### src/rtl/div_ratio_detect.sv
// Divide-ratio detector: measures the spacing of en_in pulses, recognises
// power-of-two periods and locks once the same ratio repeats LOCK_CNT times.
module div_ratio_detect #(
    parameter int LOCK_CNT = 3
) (
    input  logic       clk,
    input  logic       rst,
    input  logic       clr,
    input  logic       en_in,
    output logic       lock,
    output logic [3:0] dnum_out,
    output logic       bypass,
    output logic [7:0] period_out,
    output logic       err
);

    // state  | meaning
    // IDLE   | waiting for first pulse, no measurement yet
    // MEAS   | measuring, no candidate ratio
    // TRACK  | candidate ratio held in cand, match counts repeats
    // LOCKED | ratio stable, dnum_out valid
    typedef enum logic [1:0] {IDLE, MEAS, TRACK, LOCKED} state_t;

    state_t     state, state_nxt;
    logic [7:0] icnt;
    logic [3:0] cand, cand_nxt;
    logic [2:0] match, match_nxt;
    logic [3:0] match_inc;
    logic       lock_nxt, bypass_nxt, err_nxt;
    logic [3:0] dnum_nxt;
    logic       legal;
    logic [3:0] code;
    logic       timeout;

    always_comb begin
        legal = 1'b1;
        code  = 4'd0;
        case (icnt)
            8'd1:    code = 4'd0;
            8'd2:    code = 4'd2;
            8'd4:    code = 4'd3;
            8'd8:    code = 4'd4;
            8'd16:   code = 4'd5;
            8'd32:   code = 4'd6;
            8'd64:   code = 4'd7;
            8'd128:  code = 4'd8;
            default: legal = 1'b0;
        endcase
    end

    assign timeout   = !en_in && (icnt == 8'd128) && (state != IDLE);
    assign match_inc = {1'b0, match} + 4'd1;

    always_comb begin
        state_nxt  = state;
        cand_nxt   = cand;
        match_nxt  = match;
        lock_nxt   = lock;
        dnum_nxt   = dnum_out;
        bypass_nxt = bypass;
        err_nxt    = 1'b0;
        case (state)
            IDLE: begin
                if (en_in) state_nxt = MEAS;
            end
            MEAS: begin
                if (timeout) begin
                    err_nxt   = 1'b1;
                    state_nxt = IDLE;
                end else if (en_in) begin
                    if (!legal) begin
                        err_nxt = 1'b1;
                    end else begin
                        cand_nxt  = code;
                        match_nxt = 3'd1;
                        if (LOCK_CNT <= 1) begin
                            state_nxt  = LOCKED;
                            lock_nxt   = 1'b1;
                            dnum_nxt   = code;
                            bypass_nxt = (code == 4'd0);
                        end else begin
                            state_nxt = TRACK;
                        end
                    end
                end
            end
            TRACK: begin
                if (timeout) begin
                    err_nxt   = 1'b1;
                    state_nxt = IDLE;
                end else if (en_in) begin
                    if (!legal) begin
                        err_nxt   = 1'b1;
                        state_nxt = MEAS;
                    end else if (code == cand) begin
                        if (match_inc >= 4'(LOCK_CNT)) begin
                            state_nxt  = LOCKED;
                            lock_nxt   = 1'b1;
                            dnum_nxt   = cand;
                            bypass_nxt = (cand == 4'd0);
                        end else begin
                            match_nxt = match_inc[2:0];
                        end
                    end else begin
                        cand_nxt  = code;
                        match_nxt = 3'd1;
                    end
                end
            end
            LOCKED: begin
                // dnum_out is deliberately left alone on every exit path
                if (timeout) begin
                    err_nxt    = 1'b1;
                    lock_nxt   = 1'b0;
                    bypass_nxt = 1'b0;
                    state_nxt  = IDLE;
                end else if (en_in) begin
                    if (!legal) begin
                        err_nxt    = 1'b1;
                        lock_nxt   = 1'b0;
                        bypass_nxt = 1'b0;
                        state_nxt  = MEAS;
                    end else if (code != dnum_out) begin
                        err_nxt    = 1'b1;
                        lock_nxt   = 1'b0;
                        bypass_nxt = 1'b0;
                        cand_nxt   = code;
                        match_nxt  = 3'd1;
                        state_nxt  = TRACK;
                    end
                end
            end
            default: state_nxt = IDLE;
        endcase
    end

    always_ff @(posedge clk or negedge rst) begin
        if (!rst) begin
            state      <= IDLE;
            icnt       <= 8'd0;
            cand       <= 4'd0;
            match      <= 3'd0;
            lock       <= 1'b0;
            dnum_out   <= 4'd0;
            bypass     <= 1'b0;
            period_out <= 8'd0;
            err        <= 1'b0;
        end else if (clr) begin
            state      <= IDLE;
            icnt       <= 8'd0;
            cand       <= 4'd0;
            match      <= 3'd0;
            lock       <= 1'b0;
            dnum_out   <= 4'd0;
            bypass     <= 1'b0;
            period_out <= 8'd0;
            err        <= 1'b0;
        end else begin
            state    <= state_nxt;
            cand     <= cand_nxt;
            match    <= match_nxt;
            lock     <= lock_nxt;
            dnum_out <= dnum_nxt;
            bypass   <= bypass_nxt;
            err      <= err_nxt;
            if (en_in)
                icnt <= 8'd1;
            else if (icnt != 8'd128)
                icnt <= icnt + 8'd1;
            if (en_in && (state != IDLE))
                period_out <= icnt;
        end
    end

endmodule
### config.mk
export PLATFORM = sky130hd
export DESIGN_NAME = div_ratio_detect
export DESIGN_NICKNAME = d
export VERILOG_FILES = /design/src/rtl/div_ratio_detect.sv
export SDC_FILE = /design/constraint.sdc
export NUM_CORES = 1
export LEC_CHECK = 0
export CAP_MARGIN = 40
export CORE_ASPECT_RATIO = 0.5
export CORE_MARGIN = 3
export CORE_UTILIZATION = 45
export CTS_BUF_LIST = sky130_fd_sc_hd__clkbuf_16
export CTS_CLUSTER_DIAMETER = 80
export DETAILED_ROUTE_END_ITERATION = 12
export DONT_BUFFER_PORTS = 1
export GPL_ROUTABILITY_DRIVEN = 0
export GPL_TIMING_DRIVEN = 1
export PLACE_DENSITY = 0.57
export SLEW_MARGIN = 20
export SYNTH_ARGS = -nofsm -noshare
export SYNTH_HDL_FRONTEND = slang
export SYNTH_SLANG_ARGS = --single-unit
### constraint.sdc
create_clock -name clk -period 8.43 [get_ports clk]
set_clock_uncertainty 0.05 [all_clocks]
set_input_delay 1.686 -clock clk [delete_from_list [all_inputs] [get_ports clk]]
set_output_delay 1.686 -clock clk [all_outputs]
set_load 0.02 [all_outputs]
After elaboration in Yosys (flattened, before gate mapping)
Index checks and enable logic that the tools add are counted.
{"block": "word_totals", "ff_bits": 32, "inputBits": 4, "output_inout_bits": 15}
{"block": "classes", "addsub": 2, "order_cmp": 1, "n_eq_ne": 37, "muxes": 83, "reduce_logical": 23}
{"operator": "4-bit 2-to-1 mux", "count": 19}
{"operator": "3-bit != test (second input constant)", "count": 14}
{"operator": "8-bit 2-to-1 mux", "count": 5}
{"operator": "3-bit 2-to-1 mux", "count": 13}
{"operator": "2-bit 2-to-1 mux", "count": 14}
{"operator": "4-bit one-hot mux with 7 select lines", "count": 1}
{"operator": "1-bit 2-to-1 mux", "count": 25}
{"operator": "12-bit AND reduction", "count": 2}
{"operator": "4-bit != test (second input constant)", "count": 5}
{"operator": "8-bit AND reduction", "count": 2}
{"operator": "5-bit != test (second input constant)", "count": 3}
{"operator": "2-bit nonzero test", "count": 7}
{"operator": "4-bit one-hot mux with 3 select lines", "count": 1}
{"operator": "3-bit one-hot mux with 3 select lines", "count": 1}
{"operator": "8-bit by 1-bit adder with 8-bit output (second input constant)", "count": 1}
{"operator": "8-bit by 1-bit equality test with 1-bit output (second input constant)", "count": 1}
{"operator": "8-bit by 2-bit equality test with 1-bit output (second input constant)", "count": 1}
{"operator": "8-bit by 3-bit equality test with 1-bit output (second input constant)", "count": 1}
{"operator": "8-bit by 4-bit equality test with 1-bit output (second input constant)", "count": 1}
{"operator": "8-bit by 5-bit equality test with 1-bit output (second input constant)", "count": 1}
{"operator": "8-bit by 6-bit equality test with 1-bit output (second input constant)", "count": 1}
{"operator": "8-bit by 7-bit equality test with 1-bit output (second input constant)", "count": 1}
{"operator": "8-bit equality test (second input constant)", "count": 1}
{"operator": "8-bit != test (second input constant)", "count": 1}
{"operator": "other kinds (18)", "count": 24}

Longest topological paths before layout
Gate-level depths: netlist of the first run.
{"block": "logic_depth", "depth_word": 9, "mapped_depth": 10}

Worst setup path before layout of the first run
OpenSTA, ideal clock, no wires.
{"block": "synth_path", "path_kind": "input port to flip-flop", "startpoint": "in en_in", "endpoint": "reg state[0]", "arrival_ns": 2.978, "t_required_ns": 8.246, "path_slack_ns": 5.268, "stages": 7, "cell_sequence": "clkbuf_1 or4_1 nand2_1 a221oi_1 a21oi_1 o221ai_1 mux2i_1"}
{"block": "synth_via", "elab_chain_cells": 6, "word_cells_on_any_way": 17, "classes_between": "8 x eq/ne; 5 x mux; 4 x reduce/logical"}
{"item": "start, declared", "line": "9", "source": "input logic en_in,"}
{"item": "1-bit zero test", "line": "51", "source": "assign timeout = !en_in && (icnt == 8'd128) && (state != IDLE);"}
{"item": "1-bit logical AND (2 in series)", "line": "51"}
{"item": "2-bit 2-to-1 mux, on equally long branches", "line": "112, 67, 88"}
{"item": "2-bit one-hot mux with 4 select lines", "line": "62", "source": "case (state)"}
{"item": "2-bit 2-to-1 mux", "line": "148", "source": "end else if (clr) begin"}
{"item": "end signal, assigned", "line": "159", "source": "state <= state_nxt;"}
{"item": "end, declared", "line": "24", "source": "state_t state, state_nxt;"}
Parallel ways exist; a longest one is shown, timed or not.
A chain may end at the register's enable or synchronous reset.

Worst setup path after layout of the first run
{"block": "layout_path", "startpoint": "reg icnt[0]", "endpoint": "reg lock"}
{"block": "layout_via", "elab_chain_cells": 8, "word_cells_on_any_way": 26, "classes_between": "15 x eq/ne; 7 x mux; 4 x reduce/logical"}
{"item": "start, declared", "line": "25", "source": "logic [7:0] icnt;"}
{"item": "start signal, assigned", "line": "169", "source": "icnt <= icnt + 8'd1;"}
{"item": "8-bit equality test, or another cell as far along", "line": "38, 51"}
{"item": "8-bit OR reduction (no line)"}
{"item": "1-bit 2-to-1 mux", "line": "38", "source": "case (icnt)"}
{"item": "1-bit 2-to-1 mux", "line": "118", "source": "if (!legal) begin"}
{"item": "1-bit 2-to-1 mux", "line": "117", "source": "end else if (en_in) begin"}
{"item": "1-bit 2-to-1 mux", "line": "112", "source": "if (timeout) begin"}
{"item": "1-bit one-hot mux with 2 select lines", "line": "62"}
{"item": "1-bit 2-to-1 mux", "line": "148"}
{"item": "end signal, assigned", "line": "162", "source": "lock <= lock_nxt;"}
{"item": "end, declared", "line": "10", "source": "output logic lock,"}
Parallel ways exist; a longest one is shown, timed or not. The select of a mux whose other input is x is not followed.

==> results.txt, run 1 <==
The run finished with clean final reports. At the worst endpoint, the required time is 8.57 ns. The initialized floorplan defines 17 standard-cell rows. The number of clock buffers added by TritonCTS is 5. Summed over all layers, the global routing overflow is 0.

In this run the post-CTS setup repair buffer count came out at 0. The worst hold-check slack is 0.4738 ns. The tools report the number of antenna repair diodes as 0. No sink is reached through more buffers than the 2 on the longest clock path. Counting flops with an async set or reset pin after synthesis yields a share of 100.0%. Yosys mapped a number of flops with a built-in enable equal to 0. For the post-route setup TNS, the log shows 0 ns.

During I/O placement, the number of pins put on the boundary was 19. CTS saw 32 sinks. The startpoint identified for the worst register-to-register timing path is icnt[0]$_DFFE_PN0P_. The worst slew slack as a fraction of its limit is 44.76%, and the count of mapped cells out of synthesis is 238.

The net count of the finished layout is 244. The overall track demand over capacity in global routing was 17.40%. The cell depth of the worst flop-to-flop path was 9. The die outline width works out to 104.6 um.

TritonCTS built the clock tree. The first global-routing pass estimated 8100 um of wire. Die area: 5780 sq um. The capture point of the worst path was lock$_DFFE_PN0P_.

The total of max-cap violations was 0; the number of cells upsized or downsized after cts was 0. The tools report the number of hold violations in the final report as 0. In the post-route analysis, the smallest setup slack over all paths is 5.372 ns. Area of the core region: 4531 sq um.

The flop and latch count out of synthesis is 32, and the placed instance count is 289. The first TritonRoute pass finished after 4 iterations. After detailed routing, the total wire length is 4832 um.

Timing would allow up to 327.0 MHz. Dividing total power by cell area gives a power density of 201.3 nW/um^2. For this run, the number of Yosys warnings is 0. The most instantiated flip-flop cell in the synthesis netlist was sky130_fd_sc_hd__dfrtp_1. The clock-pin slew on the worst setup and hold paths came out at 0.06 ns. The worst setup path is of the reg2reg kind. At the pin with the least slew margin, the transition time is 0.8157 ns.

Using the TritonRoute via totals, the vias-per-cell ratio works out to 5.788. After legalization and detailed placement, the total HPWL measured 3324 um. The number of antenna violations at the first check in global routing is 0, and the total via count after detailed routing is 1,719. After clock tree synthesis, the flow added hold-fix buffers numbering 0. The leakage dissipation came out at 1.066 nW. The capture point of the worst reg-to-reg path was lock$_DFFE_PN0P_.

Die height: 55.28 um. Each instance of the synthesized netlist takes up on average 9.184 sq um. Along the worst path, the maximum fanout reaches 9. Setup violations remaining at the end of the flow were counted as 0.

Counting I/O delays and the setup requirement, the final critical path takes 3.058 ns. Data on the critical path arrives at its endpoint at 3.19 ns. The maximum vdd ir drop came out at 0.00007792 V. The element type at the critical path start was a register. The tools report the max-slew violation count as 0.

Of the available clock period, the critical path in the final layout requires 36.27%. The number of nets produced by synthesis was 252; the number of port buffers was 0. The most critical setup path has its startpoint at icnt[0]$_DFFE_PN0P_. Leaving out fill and tap cells, the most frequent cells in the layout are sky130_fd_sc_hd__dfrtp_1, sky130_fd_sc_hd__nor2_1, sky130_fd_sc_hd__mux2i_1, sky130_fd_sc_hd__a21oi_1.

For the number of remaining DRC errors, the log shows 0. Setup repair after global routing left no endpoint under its margin. The H-tree level count came out at 2.

Total power for the finished layout comes to 0.4743 mW. The worst setup path is captured at a register. In this run the register-to-register setup slack is 5.37 ns. The logs give 48.25% for the initial cell density of the core and 0 for the number of nets with antenna violations after routing.

The post-route non-filler standard cell count was 297. The library cell used most frequently in the layout, excluding fill and tap cells, is sky130_fd_sc_hd__dfrtp_1. Prior to clock tree synthesis, the placed netlist has a worst setup slack of 5.334 ns.

In this run the worst hold path is classified as reg2reg. Of the cells placed in the final design, the portion with a size suffix greater than 1 is 7.359%. The post-synthesis to final-layout area growth is 7.785%. The tree is rooted in a sky130_fd_sc_hd__clkbuf_16. Number of distinct standard cells referenced by the synthesized netlist: 54. The via count of the first global-routing pass is 1,601. The share of the yosys chip area belonging to registers is 36.63%, and the starting DRC count in detailed routing is 79. Entering global routing, the biggest net connects 35 pins.

Dividing the detail-routed wire length by the instance count gives 16.27 um. The run gives 0.28 ns as the worst-skew pair later-pin latency. In this run the cell area of the synthesized design comes to 2186 sq um.
## worst min path at each step
stage               slack, ns                    to                 start  cells after the start
detailed placement       0.47  match[2]$_DFFE_PN0P_  match[2]$_DFFE_PN0P_                      1
global route             0.51  match[2]$_DFFE_PN0P_  match[2]$_DFFE_PN0P_                      1
finish                   0.47  match[2]$_DFFE_PN0P_  match[2]$_DFFE_PN0P_                      1
floorplan                0.43  match[2]$_DFFE_PN0P_  match[2]$_DFFE_PN0P_                      1
CTS                      0.48  match[2]$_DFFE_PN0P_  match[2]$_DFFE_PN0P_                      1
global placement         0.47  match[2]$_DFFE_PN0P_  match[2]$_DFFE_PN0P_                      1
## critical path, stage by stage (launching register included)
cell	delay, ns
sky130_fd_sc_hd__dfrtp_1	0.40
sky130_fd_sc_hd__inv_1	0.14
sky130_fd_sc_hd__ha_1	0.33
sky130_fd_sc_hd__nand2b_1	0.13
sky130_fd_sc_hd__o221ai_1	0.31
sky130_fd_sc_hd__nand2_1	0.29
sky130_fd_sc_hd__a21bo_2	0.29
sky130_fd_sc_hd__or4_4	0.63
sky130_fd_sc_hd__a211o_1	0.33
sky130_fd_sc_hd__o31ai_1	0.06
## state kept, by name, indices dropped and copies added (netlist names)
register    cells
bypass          1
cand            4
dnum_out        4
err             1
icnt            8
lock            1
match           3
period_out      8
state           2
## report_power, final
| part | internal (mW) | switching, mW | leakage, nW |
|---|---|---|---|
| logic | 0.0374 | 0.0579 | 0.547 |
| registers | 0.162 | 0.00946 | 0.440 |
| clock network | 0.139 | 0.0687 | 0.0798 |
## per-stage QoR
step / utilization (%) / cell area, sq um
after floorplan: - / 2186
after global placement: 48.30 / 2188
after detailed placement: 48.30 / 2188
after CTS: 52.00 / 2356
after global routing: 52.00 / 2356
final: 52.00 / 2356
## cell usage after synthesis (6+ instances only)
library cell / count / share of area [%]
sky130_fd_sc_hd__nor2_1: 30 / 5.2
sky130_fd_sc_hd__nand3_1: 7 / 1.6
sky130_fd_sc_hd__nor3_1: 7 / 1.6
sky130_fd_sc_hd__ha_1: 10 / 5.7
sky130_fd_sc_hd__nand2b_1: 6 / 1.7
sky130_fd_sc_hd__clkbuf_1: 7 / 1.2
sky130_fd_sc_hd__mux2i_1: 15 / 6.9
sky130_fd_sc_hd__dfrtp_1: 32 / 37
sky130_fd_sc_hd__o21ai_0: 6 / 1.4
sky130_fd_sc_hd__xor2_1: 10 / 4.0
sky130_fd_sc_hd__a21oi_1: 13 / 3.0
sky130_fd_sc_hd__o31ai_1: 6 / 2.1
sky130_fd_sc_hd__inv_1: 10 / 1.7
sky130_fd_sc_hd__nand2_1: 9 / 1.5
## area by class of cell
type                       instances  area [sq um]
clock buffer                       5         125.1
clock inverter                     3         42.54
fill                             416          2175
inverter                          10         37.54
multi-input combinational        181          1267
sequential                        32         800.8
tap                               66         82.58
## kinds of logic after synthesis
logic type      share of synthesized area [%]
xor+xnor                                5.609
flops                                   36.63
fa+ha+maj                               5.724
compound gates                          15.28
simple gates                            24.50
mux                                     6.869
buf+inv                                 5.381
## routing by layer
metal | global-route usage (%) | vias up | share of wire, %
met5 | 0 | - | 0
met4 | 4.924 | 0 | 0.87
met3 | 5.018 | 5 | 6.5
met2 | 23.21 | 47 | 40
met1 | 26.82 | 820 | 52
li1 | - | 847 | -
Power figures use the tool's default switching activity.
==> run 2, diff against run 1 <==
- PLACE_DENSITY: 0.57 -> 0.59
- clock period: 8.43 -> 2.5 ns (I/O delays scaled with it)
==> run 2 against run 1 <==
The run now ends with hold timing left. Global-route usage rose by 2.0 points. Clock power rose to 3.3 times the previous value. First-iteration DRC count rose by 22%. Sequential share of layout area fell by 5.6 points. Largest cell class unchanged. Highest routed layer unchanged.
==> results.txt, run 2 (synthesis results as in run 1) <==
The die height works out to 55.28 um (unchanged). The number of inserted filler cells in the final layout is 371 (-11%), and the highest net fanout along the worst path is 5 (-4). The worst setup path is launched from a register. For the number of nets with antenna violations after routing, the log shows 0 (unchanged). The worst-skew pair later-pin latency is 0.27 ns (about the same), and the net count of the finished layout is 286 (+17%). Setup repair after global routing could not meet its margin everywhere. The logs give 4531 sq um (unchanged) for the area of the core region and 1404 sq um (+11%) for the footprint of the multi-input gates. The post-route total power came out at 1.722 mW (+260%). The library cell used most frequently in the layout, excluding fill and tap cells, is sky130_fd_sc_hd__buf_4. The number of hold violations in the final report is 3 (+3). The starting DRC count in detailed routing is 96 (+22%). The number of detailed-routing iterations run before antenna repair is 4 (unchanged), and the maximum buffer depth of the clock tree is 2 (unchanged).

The min-delay analysis places its worst path in the category in2async. TritonCTS built the clock tree. The run gives 0 (unchanged) as the number of antenna repair diodes. The run gives 1,901 (+11%) as the total via count after detailed routing. The endpoint identified for the worst register-to-register timing path is dnum_out[3]$_DFFE_PN0P_. The worst hold-check slack is -0.0003459 ns (-0.4741 ns), and the fraction of the cycle the final worst path needs is 98.30% (+62 points).

The number of buffers inserted during clock tree synthesis is 5 (unchanged). Actual transition at the worst max-transition pin: 0.6490 ns (-0.1668 ns). The sort of element at the end of the critical path is a register. The die outline width was 104.6 um (unchanged). The critical path in this run is classified as reg2reg. The tools report the cell at the root of the clock tree as sky130_fd_sc_hd__clkbuf_16. The max-slew violation count was 0 (unchanged). The logs give 2.57 ns (-0.62 ns) for the critical path arrival and 0.01675 ns (-5.317 ns) for the worst slack at placement.

The run gives 0 (unchanged) as the overall overflow remaining after global route. The pin count of the biggest net entering global routing is 35 (unchanged). The post-route minimum period came out at 2.457 ns (-0.6005 ns). The area occupied by registers came out at 804.5 sq um (+0.47%). The logs give 9073 um (+12%) for the global-route wire length before repair and 32 (unchanged) for the number of clock sinks. The tools report the required time at the endpoint of the critical path as 2.61 ns (-5.96 ns). The clock-pin slew on the worst setup and hold paths is 0.05 ns (about the same). The largest registers in the layout are icnt (8), period_out (8). The number of placement rows came out at 17 (unchanged). The die area is 5780 sq um (unchanged), and the fraction of layout cells with a size suffix above 1 is 29.67% (+22 points). The cell depth of the worst flop-to-flop path was 11 (+2).

The signal on the critical path passes through inv_2 -> buf_6 -> ha_1 -> mux2i_1 -> o221ai_2 -> nand2_2 -> a21bo_4 -> or4_4 -> buf_6 -> mux2i_1 -> nor2_1. The area of all placed cells without fillers was 2830 sq um (+20%). The per-cell via count in the routed design works out to 5.608 (-3.1%).

The slowest library cell on the worst path is sky130_fd_sc_hd__or4_4. The logs give 48.25% (unchanged) for the initial cell density of the core and 1.305 nW (+22%) for the leakage dissipation. The number of port buffers is 0 (unchanged). The tools report the launching point of the worst reg2reg path as icnt[0]$_DFFE_PN0P_. The H-tree level count is 2 (unchanged). The flow ran to the end, but the final reports show violations. The run gives 406.9 MHz (+24%) as the peak clock frequency supported by timing. The via count of the first global-routing pass was 1,844 (+15%). The cell area after placement came out at 2486 sq um (+14%).

The number of remaining DRC errors was 0 (unchanged); the routed wire length was 5458 um (+13%). The number of antenna violations at the first check in global routing is 0 (unchanged). For the worst slew slack as a fraction of its limit, the log shows 56.05% (+11 points). The maximum single-stage delay on the critical path was 0.56 ns (-0.07 ns). The checks that failed: hold timing. The HPWL after detailed placement is 3957 um (+19%). Leaving out fill and tap cells, the most frequent cells in the layout are sky130_fd_sc_hd__buf_4, sky130_fd_sc_hd__nor2_1, sky130_fd_sc_hd__dfrtp_1, sky130_fd_sc_hd__mux2i_1, sky130_fd_sc_hd__a21oi_1. Overall track demand over capacity in global routing: 19.40% (+2.0 points). For the worst path setup slack after routing, the log shows 0.04259 ns (-5.329 ns). The total of max-cap violations is 0 (unchanged), and the areal power density over the cells is 608.5 nW/um^2 (+200%).

The setup slack of the worst register-to-register path came out at 0.04 ns (-5.33 ns). Compared with the post-synthesis result, the final layout area differs by 29.48%. The maximum vdd ir drop came out at 0.0003400 V (+340%). For the number of primary I/O pins, the log shows 19 (unchanged). The tools report the number of setup violations in the final report as 0 (unchanged). The routed wirelength normalized by instance count came out at 16.10 um (-1.0%).
## run 2: metrics by stage
stage	cells	util [%]	TNS, ns
CTS	333	59.07	0
detailed placement	324	54.87	0
finish	339	62.47	0
global placement	324	54.87	0
global route	339	62.47	-0.2642
floorplan	238	-	0
## run 2: area by class of cell
| cell class | instances | area share [%] |
|---|---|---|
| Inverter | 10 | 1.326 |
| Clock buffer | 5 | 4.421 |
| Sequential cell | 32 | 28.43 |
| Tap cell | 66 | 2.918 |
| Timing Repair Buffer | 42 | 11.98 |
| Multi-Input combinational cell | 181 | 49.60 |
| Clock inverter | 3 | 1.326 |
## run 2: where the power goes
part / switching (mW) / internal, mW
Combinational: 0.252 / 0.214
Clock: 0.214 / 0.462
Sequential: 0.0323 / 0.547
## run 2: worst max-delay path by stage
stage | startpoint | endpoint | slack (ns)
after floorplan | icnt[0]$_DFFE_PN0P_ | lock$_DFFE_PN0P_ | 0.001
after global placement | icnt[7]$_DFFE_PN0P_ | dnum_out[1]$_DFFE_PN0P_ | 0.02
after detailed placement | icnt[0]$_DFFE_PN0P_ | dnum_out[1]$_DFFE_PN0P_ | 0.02
after CTS | icnt[0]$_DFFE_PN0P_ | dnum_out[1]$_DFFE_PN0P_ | 0.0007
after global routing | icnt[0]$_DFFE_PN0P_ | dnum_out[3]$_DFFE_PN0P_ | -0.06
final | icnt[0]$_DFFE_PN0P_ | dnum_out[3]$_DFFE_PN0P_ | 0.04
## run 2: what timing repair did
action	4_1_cts	5_1_grt
setup buffers	0	7
pin swaps	2	12
endpoints found under the setup margin	4	15
hold endpoints to repair	32	0
resized for setup	2	25
hold buffers	1	0
## run 2: routing by layer
metal	part of all wire [%]	vias up	GRT usage (%)
li1	-	922	-
met1	47	928	27.48
met2	47	47	30.46
met3	5.4	4	4.901
met4	0.66	0	3.409
met5	0	-	0
## run 2: critical path, delay by kind of cell, from the launching register on
kind / cells / cell delay (ns)
adders and majority gates: 1 / 0.13
buffers and inverters: 3 / 0.35
muxes: 2 / 0.22
DFF: 1 / 0.38
and+or+nand+nor: 3 / 0.75
AOI/OAI and AO/OA: 2 / 0.46
